--- config.mk ---
export PLATFORM = sky130hd
export DESIGN_NAME = mcd_mem_arbiter
export DESIGN_NICKNAME = d
export VERILOG_FILES = /design/src/rtl/mcd_pkg.sv /design/src/rtl/mcd_rr_pick.sv /design/src/rtl/mcd_mem_arbiter.sv
export SDC_FILE = /design/constraint.sdc
export NUM_CORES = 1
export LEC_CHECK = 0
export BUFFER_PORTS_ARGS = -buffer_cell sky130_fd_sc_hd__buf_2
export CAP_MARGIN = 0
export CORE_MARGIN = 2
export CORE_UTILIZATION = 46
export DETAILED_ROUTE_END_ITERATION = 12
export GPL_TIMING_DRIVEN = 0
export MAX_ROUTING_LAYER = met4
export PLACE_DENSITY = 0.86
export SYNTH_ARGS = -nofsm -noshare
export SYNTH_HDL_FRONTEND = slang
export SYNTH_SLANG_ARGS = --single-unit
--- constraint.sdc ---
create_clock -name i_clk -period 3.95 [get_ports i_clk]
set_clock_uncertainty 0.05 [all_clocks]
set_input_delay 0.5925 -clock i_clk [delete_from_list [all_inputs] [get_ports i_clk]]
set_output_delay 0.5925 -clock i_clk [all_outputs]
set_load 0.01 [all_outputs]
--- src/rtl/mcd_pkg.sv ---
// Shared types and constants for the MegaCD memory arbiter and its winner picker.
package mcd_pkg;
   typedef enum logic [1:0] {
      ST_IDLE = 2'd0,
      ST_ACC  = 2'd1,
      ST_DONE = 2'd2
   } arb_state_t;

   localparam int MODE_RR  = 0;
   localparam int MODE_FIX = 1;
   localparam int CNT_W    = 4;

   // Region-index width; a single bit still exists for the two-client case.
   function automatic int idx_w(input int n);
      return (n <= 2) ? 1 : $clog2(n);
   endfunction
endpackage

--- src/rtl/mcd_rr_pick.sv ---
// Combinational winner select: round-robin from last grant, or lowest index first.
module mcd_rr_pick
   import mcd_pkg::*;
#(
   parameter int NCLI = 4,
   parameter int IW   = idx_w(NCLI),
   parameter int MODE = MODE_RR
) (
   input  logic [NCLI-1:0] i_req,
   input  logic [IW-1:0]   i_last,
   output logic [IW-1:0]   o_idx,
   output logic            o_vld
);
   logic [IW-1:0] w_cand;

   // Scan from the lowest-priority candidate up so the last hit is the winner.
   always_comb begin
      o_idx  = '0;
      o_vld  = 1'b0;
      w_cand = '0;
      if (MODE == MODE_FIX) begin
         for (int i = NCLI - 1; i >= 0; i--) begin
            if (i_req[i]) begin
               o_idx = IW'(i);
               o_vld = 1'b1;
            end
         end
      end else begin
         for (int k = NCLI; k >= 1; k--) begin
            w_cand = IW'((int'(i_last) + k) % NCLI);
            if (i_req[w_cand]) begin
               o_idx = w_cand;
               o_vld = 1'b1;
            end
         end
      end
   end
endmodule

--- src/rtl/mcd_mem_arbiter.sv ---
// Multiplexes NCLI MegaCD memory clients onto one 16-bit bank with a
// per-client req/ack handshake and a fixed-length strobe window.
module mcd_mem_arbiter
   import mcd_pkg::*;
#(
   parameter int NCLI    = 4,
   parameter int AW      = 17,
   parameter int ACC_CYC = 3,
   parameter int MODE    = MODE_RR,
   localparam int IW     = idx_w(NCLI)
) (
   input  logic                 i_clk,
   input  logic                 i_map_rst,
   input  logic [NCLI-1:0]      i_cli_req,
   input  logic [NCLI-1:0]      i_cli_we,
   input  logic [2*NCLI-1:0]    i_cli_be,
   input  logic [NCLI*AW-1:0]   i_cli_addr,
   input  logic [NCLI*16-1:0]   i_cli_dati,
   output logic [NCLI-1:0]      o_cli_ack,
   output logic [15:0]          o_cli_dato,
   output logic [AW+IW-1:0]     o_mem_addr,
   output logic [15:0]          o_mem_dati,
   input  logic [15:0]          i_mem_do,
   output logic                 o_mem_oe,
   output logic                 o_mem_we_lo,
   output logic                 o_mem_we_hi,
   output logic                 o_busy
);
   localparam logic [CNT_W-1:0] CNT_LOAD = CNT_W'(ACC_CYC - 1);

   logic [1:0]    w_be   [NCLI];
   logic [AW-1:0] w_addr [NCLI];
   logic [15:0]   w_dati [NCLI];

   for (genvar g = 0; g < NCLI; g++) begin : g_cli
      assign w_be[g]   = i_cli_be[2*g +: 2];
      assign w_addr[g] = i_cli_addr[AW*g +: AW];
      assign w_dati[g] = i_cli_dati[16*g +: 16];
   end

   arb_state_t       r_state, w_state_nxt;
   logic [IW-1:0]    r_idx, r_last, w_pick_idx;
   logic             w_pick_vld, w_grant, w_acc_end;
   logic             r_we;
   logic [AW-1:0]    r_addr;
   logic [15:0]      r_dati, r_dato;
   logic [CNT_W-1:0] r_cnt;
   logic             r_oe, r_we_lo, r_we_hi;
   logic [NCLI-1:0]  r_ack;

   mcd_rr_pick #(
      .NCLI (NCLI),
      .IW   (IW),
      .MODE (MODE)
   ) u_pick (
      .i_req  (i_cli_req),
      .i_last (r_last),
      .o_idx  (w_pick_idx),
      .o_vld  (w_pick_vld)
   );

   always_ff @(posedge i_clk) begin
      if (i_map_rst) r_state <= ST_IDLE;
      else           r_state <= w_state_nxt;
   end

   always_comb begin
      w_state_nxt = r_state;
      w_grant     = 1'b0;
      w_acc_end   = 1'b0;
      unique case (r_state)
         ST_IDLE: begin
            if (w_pick_vld) begin
               w_grant     = 1'b1;
               w_state_nxt = ST_ACC;
            end
         end
         ST_ACC: begin
            if (r_cnt == '0) begin
               w_acc_end   = 1'b1;
               w_state_nxt = ST_DONE;
            end
         end
         ST_DONE: w_state_nxt = ST_IDLE;
         default: w_state_nxt = ST_IDLE;
      endcase
   end

   // Strobes are computed at grant so they are already registered in the first ACC cycle.
   always_ff @(posedge i_clk) begin
      if (i_map_rst) begin
         r_idx   <= '0;
         r_last  <= IW'(NCLI - 1);
         r_we    <= 1'b0;
         r_addr  <= '0;
         r_dati  <= '0;
         r_dato  <= '0;
         r_cnt   <= '0;
         r_oe    <= 1'b0;
         r_we_lo <= 1'b0;
         r_we_hi <= 1'b0;
         r_ack   <= '0;
      end else begin
         r_ack <= '0;
         if (w_grant) begin
            r_idx   <= w_pick_idx;
            r_we    <= i_cli_we[w_pick_idx];
            r_addr  <= w_addr[w_pick_idx];
            r_dati  <= w_dati[w_pick_idx];
            r_cnt   <= CNT_LOAD;
            r_oe    <= ~i_cli_we[w_pick_idx];
            r_we_lo <= i_cli_we[w_pick_idx] & w_be[w_pick_idx][0];
            r_we_hi <= i_cli_we[w_pick_idx] & w_be[w_pick_idx][1];
         end else if (r_state == ST_ACC) begin
            if (w_acc_end) begin
               r_oe         <= 1'b0;
               r_we_lo      <= 1'b0;
               r_we_hi      <= 1'b0;
               r_ack[r_idx] <= 1'b1;
               if (!r_we) r_dato <= i_mem_do;
            end else begin
               r_cnt <= r_cnt - CNT_W'(1);
            end
         end else if (r_state == ST_DONE) begin
            r_last <= r_idx;
         end
      end
   end

   assign o_cli_ack   = r_ack;
   assign o_cli_dato  = r_dato;
   assign o_mem_addr  = {r_idx, r_addr};
   assign o_mem_dati  = r_dati;
   assign o_mem_oe    = r_oe;
   assign o_mem_we_lo = r_we_lo;
   assign o_mem_we_hi = r_we_hi;
   assign o_busy      = (r_state != ST_IDLE);
endmodule
==> key figures <==
CTS
  – Root buf cell: clkbuf_8
  – CTS max path bufs: 2
  – Post_cts resized: 0
  – CTS Buf Count: 9
  – H-tree depth reported by CTS: 3
  – Number of clock sinks: 67
  – Clock-pin slew on the worst setup and hold paths: 0.07 ns
  – Worst skew pair latency: 0.34 ns
  – TritonCTS clock tree: done
  – Post-CTS setup buffer count: 0
  – Number of hold buffers added after CTS: 0

Route
  – DRC viols: 0
  – Routed WL per cell: 15.9 um
  – Average via count per standard cell: 5.45
  – Routed Wire Length: 11,700 um
  – Number of DRC markers in iteration 0: 168
  – Antenna-violating nets left: 0
  – First-pass iteration count of the detailed router: 4
  – Routed vias: 4,008

Synth
  – Cell type with the largest total area after synthesis: dfxtp_1
  – Top-count cell post-synth: nand2_1
  – Ys async rst share: 0%
  – Post-synth top cells: nand2_1 (102), dfxtp_1 (67), mux2i_1 (56)
  – Synth Flop Type: dfxtp_1
  – Post-Syn Area: 3460 um^2
  – Post-Syn Instances: 396
  – Syn nets: 564
  – Post-synth top area share: 38.8%
  – Synthesized area per cell: 8.74 um^2
  – Ranking of synthesized cells by area: dfxtp_1 (39%), mux2i_1 (16%), nand2_1 (11%)
  – Yosys warns: 0
  – Post-synth EDFFs: 0
  – Sequential share of the synthesized area: 38.8%
  – Synth unique cells: 38
  – Flops & latches, synth: 67

STA
  – Worst slew pin tran: 0.793 ns
  – Fin crit period: 2.42 ns
  – Max_slew headroom: 47.1%
  – # setup viols final: 0
  – Fmax: 0.414 GHz
  – Slew Viols, Final: 0
  – Final cycle utilization of the critical path: 61.2%
  – Final worst slack: 1.53 ns
  – Hold Fails Final Rpt: 0
  – RSZ-0062 raised after global routing: false
  – Setup TNS: 0 ns
  – Hold Slack: 0.408 ns

Setup path
  – CP Class: primary input to flop
  – WP data arrival: 2.59 ns
  – CP Launch Type: primary input
  – Critical path peak fanout: 10
  – FF-to-FF Start: r_last[1]$_SDFFE_PP1P_
  – Slowest Stage Delay on Critical Path: 0.53 ns
  – Worst path slowest cell: clkbuf_1
  – CP top delay family: buffers and inverters
  – CP Capture Type: flop
  – Worst Setup SP: i_cli_req[3]
  – CP cell instances: buf_2 -> nor2_1 -> a31oi_1 -> o211ai_1 -> clkbuf_1 -> clkbuf_1 -> nand2_1 -> a32o_1
  – CP dominant cell by count: clkbuf_1
  – Worst path buffer plus inverter count: 3
  – Worst EP required: 4.12 ns

Placed design
  – PortBufs: 224
  – Placed insts: 719
  – Post-DP HPWL: 9130 um
  – Placed cell area: 4700 um^2
  – Routability congestion estimate: 0.909
  – Setup WS pre-CTS: 1.27 ns

Finish
  – Fin util: 67.6%
  – Layout area overhead: 41.8%
  – Fillers: 636
  – Final cell count without fillers: 735
  – Final std cell area, no fill: 4900 um^2
  – Nets: 799
  – Layout cells sized above 1: 41.0%
  – Number of diodes: 0

Global route
  – GRT Overall Usage: 28.6%
  – Initial antenna violation count: 0
  – Global-route wire length before repair: 18,500 um
  – Largest net degree at the start of global routing: 14
  – Number of global-route vias before repair: 3,986
  – Global route total overflow: 0

Floorplan
  – Die Area: 8230 um^2
  – CORE AREA: 7250 um^2
  – Die Ht: 90.7 um
  – IO Count: 225
  – Row Count: 31
  – Die W: 90.7 um
  – Starting Density: 47.7%

Pwr
  – Leakage: 2.44 nW
  – Pwr Total: 2.03 mW
  – Worst vdd ir: 0.163 mV
  – Power Density: 415 nW/um^2

Flow run
  – Max_cap viols: 0

Hold path
  – Hold WC Path Type: flop to flop
  – Worst hold start: o_cli_dato[11]$_SDFFE_PP0P_

Run status
  – Status: complete, no violations
[kinds of logic after synthesis]
family                   share of synthesized area (%)
AND/OR/NAND/NOR                                   16.9
multiplexers                                      18.5
adder cells (fa/ha/maj)                          0.723
XOR/XNOR                                         0.760
flip-flops                                        38.8
buffers and inverters                             5.06
AO/OA/AOI/OAI                                     19.3
[registers in the layout, summed over array words and instances, names as in the netlist]
signal       cells
r_addr          17
o_cli_dato      16
o_mem_dati      16
o_cli_ack        4
r_cnt            4
r_idx            2
r_last           2
r_state          2
o_mem_oe         1
o_mem_we_hi      1
o_mem_we_lo      1
r_we             1
[worst paths after layout]
check / to / slack (ns) / cells after the start
worst max register to register: r_addr[14]$_SDFFE_PP0P_ / 1.58 / 6
worst min-delay path: o_cli_dato[11]$_SDFFE_PP0P_ / 0.41 / 2
worst max-delay path: r_addr[14]$_SDFFE_PP0P_ / 1.53 / 8
worst min register to register: o_cli_dato[11]$_SDFFE_PP0P_ / 0.41 / 2
[cell usage in the layout, fill, tap and decap left out, drive strengths merged, types with 2 or more instances in the layout]
master    count
a211o         2
and3          2
mux2i        56
o21ai         2
a211oi        5
nand2b        4
a22oi         7
o211ai        2
a21o          2
clkinvlp      2
nor3          3
nor2b         4
a22o          2
xnor2         3
nor2         14
a21oi        27
o32ai         2
inv           8
mux2          7
o22ai         8
dfxtp        67
ha            2
clkbuf       22
nand3         6
clkinv        3
buf         237
a32o         26
nor4          2
nand2       102
or2           3
[routing by layer]
layer / wire (um) / global-route usage [%] / share of wire [%] / up-vias
li1: - / - / - / 1894
met1: 4620 / 33.6 / 40 / 1883
met2: 5960 / 49.8 / 51 / 206
met3: 867 / 4.84 / 7.4 / 25
met4: 219 / 8.85 / 1.9 / 0
met5: 0 / - / 0 / -
[layout make-up]
cell class                 count  area (um^2)  area share, %
tap                           99          124           2.53
inverter                       7         26.3          0.536
timing repair buffer         224         1120           22.9
sequential                    67         1340           27.3
clock buffer                   9          124           2.53
clock inverter                 7         76.3           1.56
buffer                        26          149           3.04
multi-input combinational    296         1940           39.6
[report_power, final]
| part | internal, mW | switching [mW] | total [mW] |
|---|---|---|---|
| clock network | 0.294 | 0.284 | 0.579 |
| logic | 0.288 | 0.352 | 0.640 |
| registers | 0.762 | 0.0526 | 0.815 |
[worst register-to-register path, cell delays in order (launching register included)]
cell and delay [ns]:
dfxtp_1 0.49, nand2_1 0.12, o211ai_1 0.24, clkbuf_1 0.53, clkbuf_1 0.42, nand2_1 0.11, a32o_1 0.29
Power figures use the tool's default switching activity.
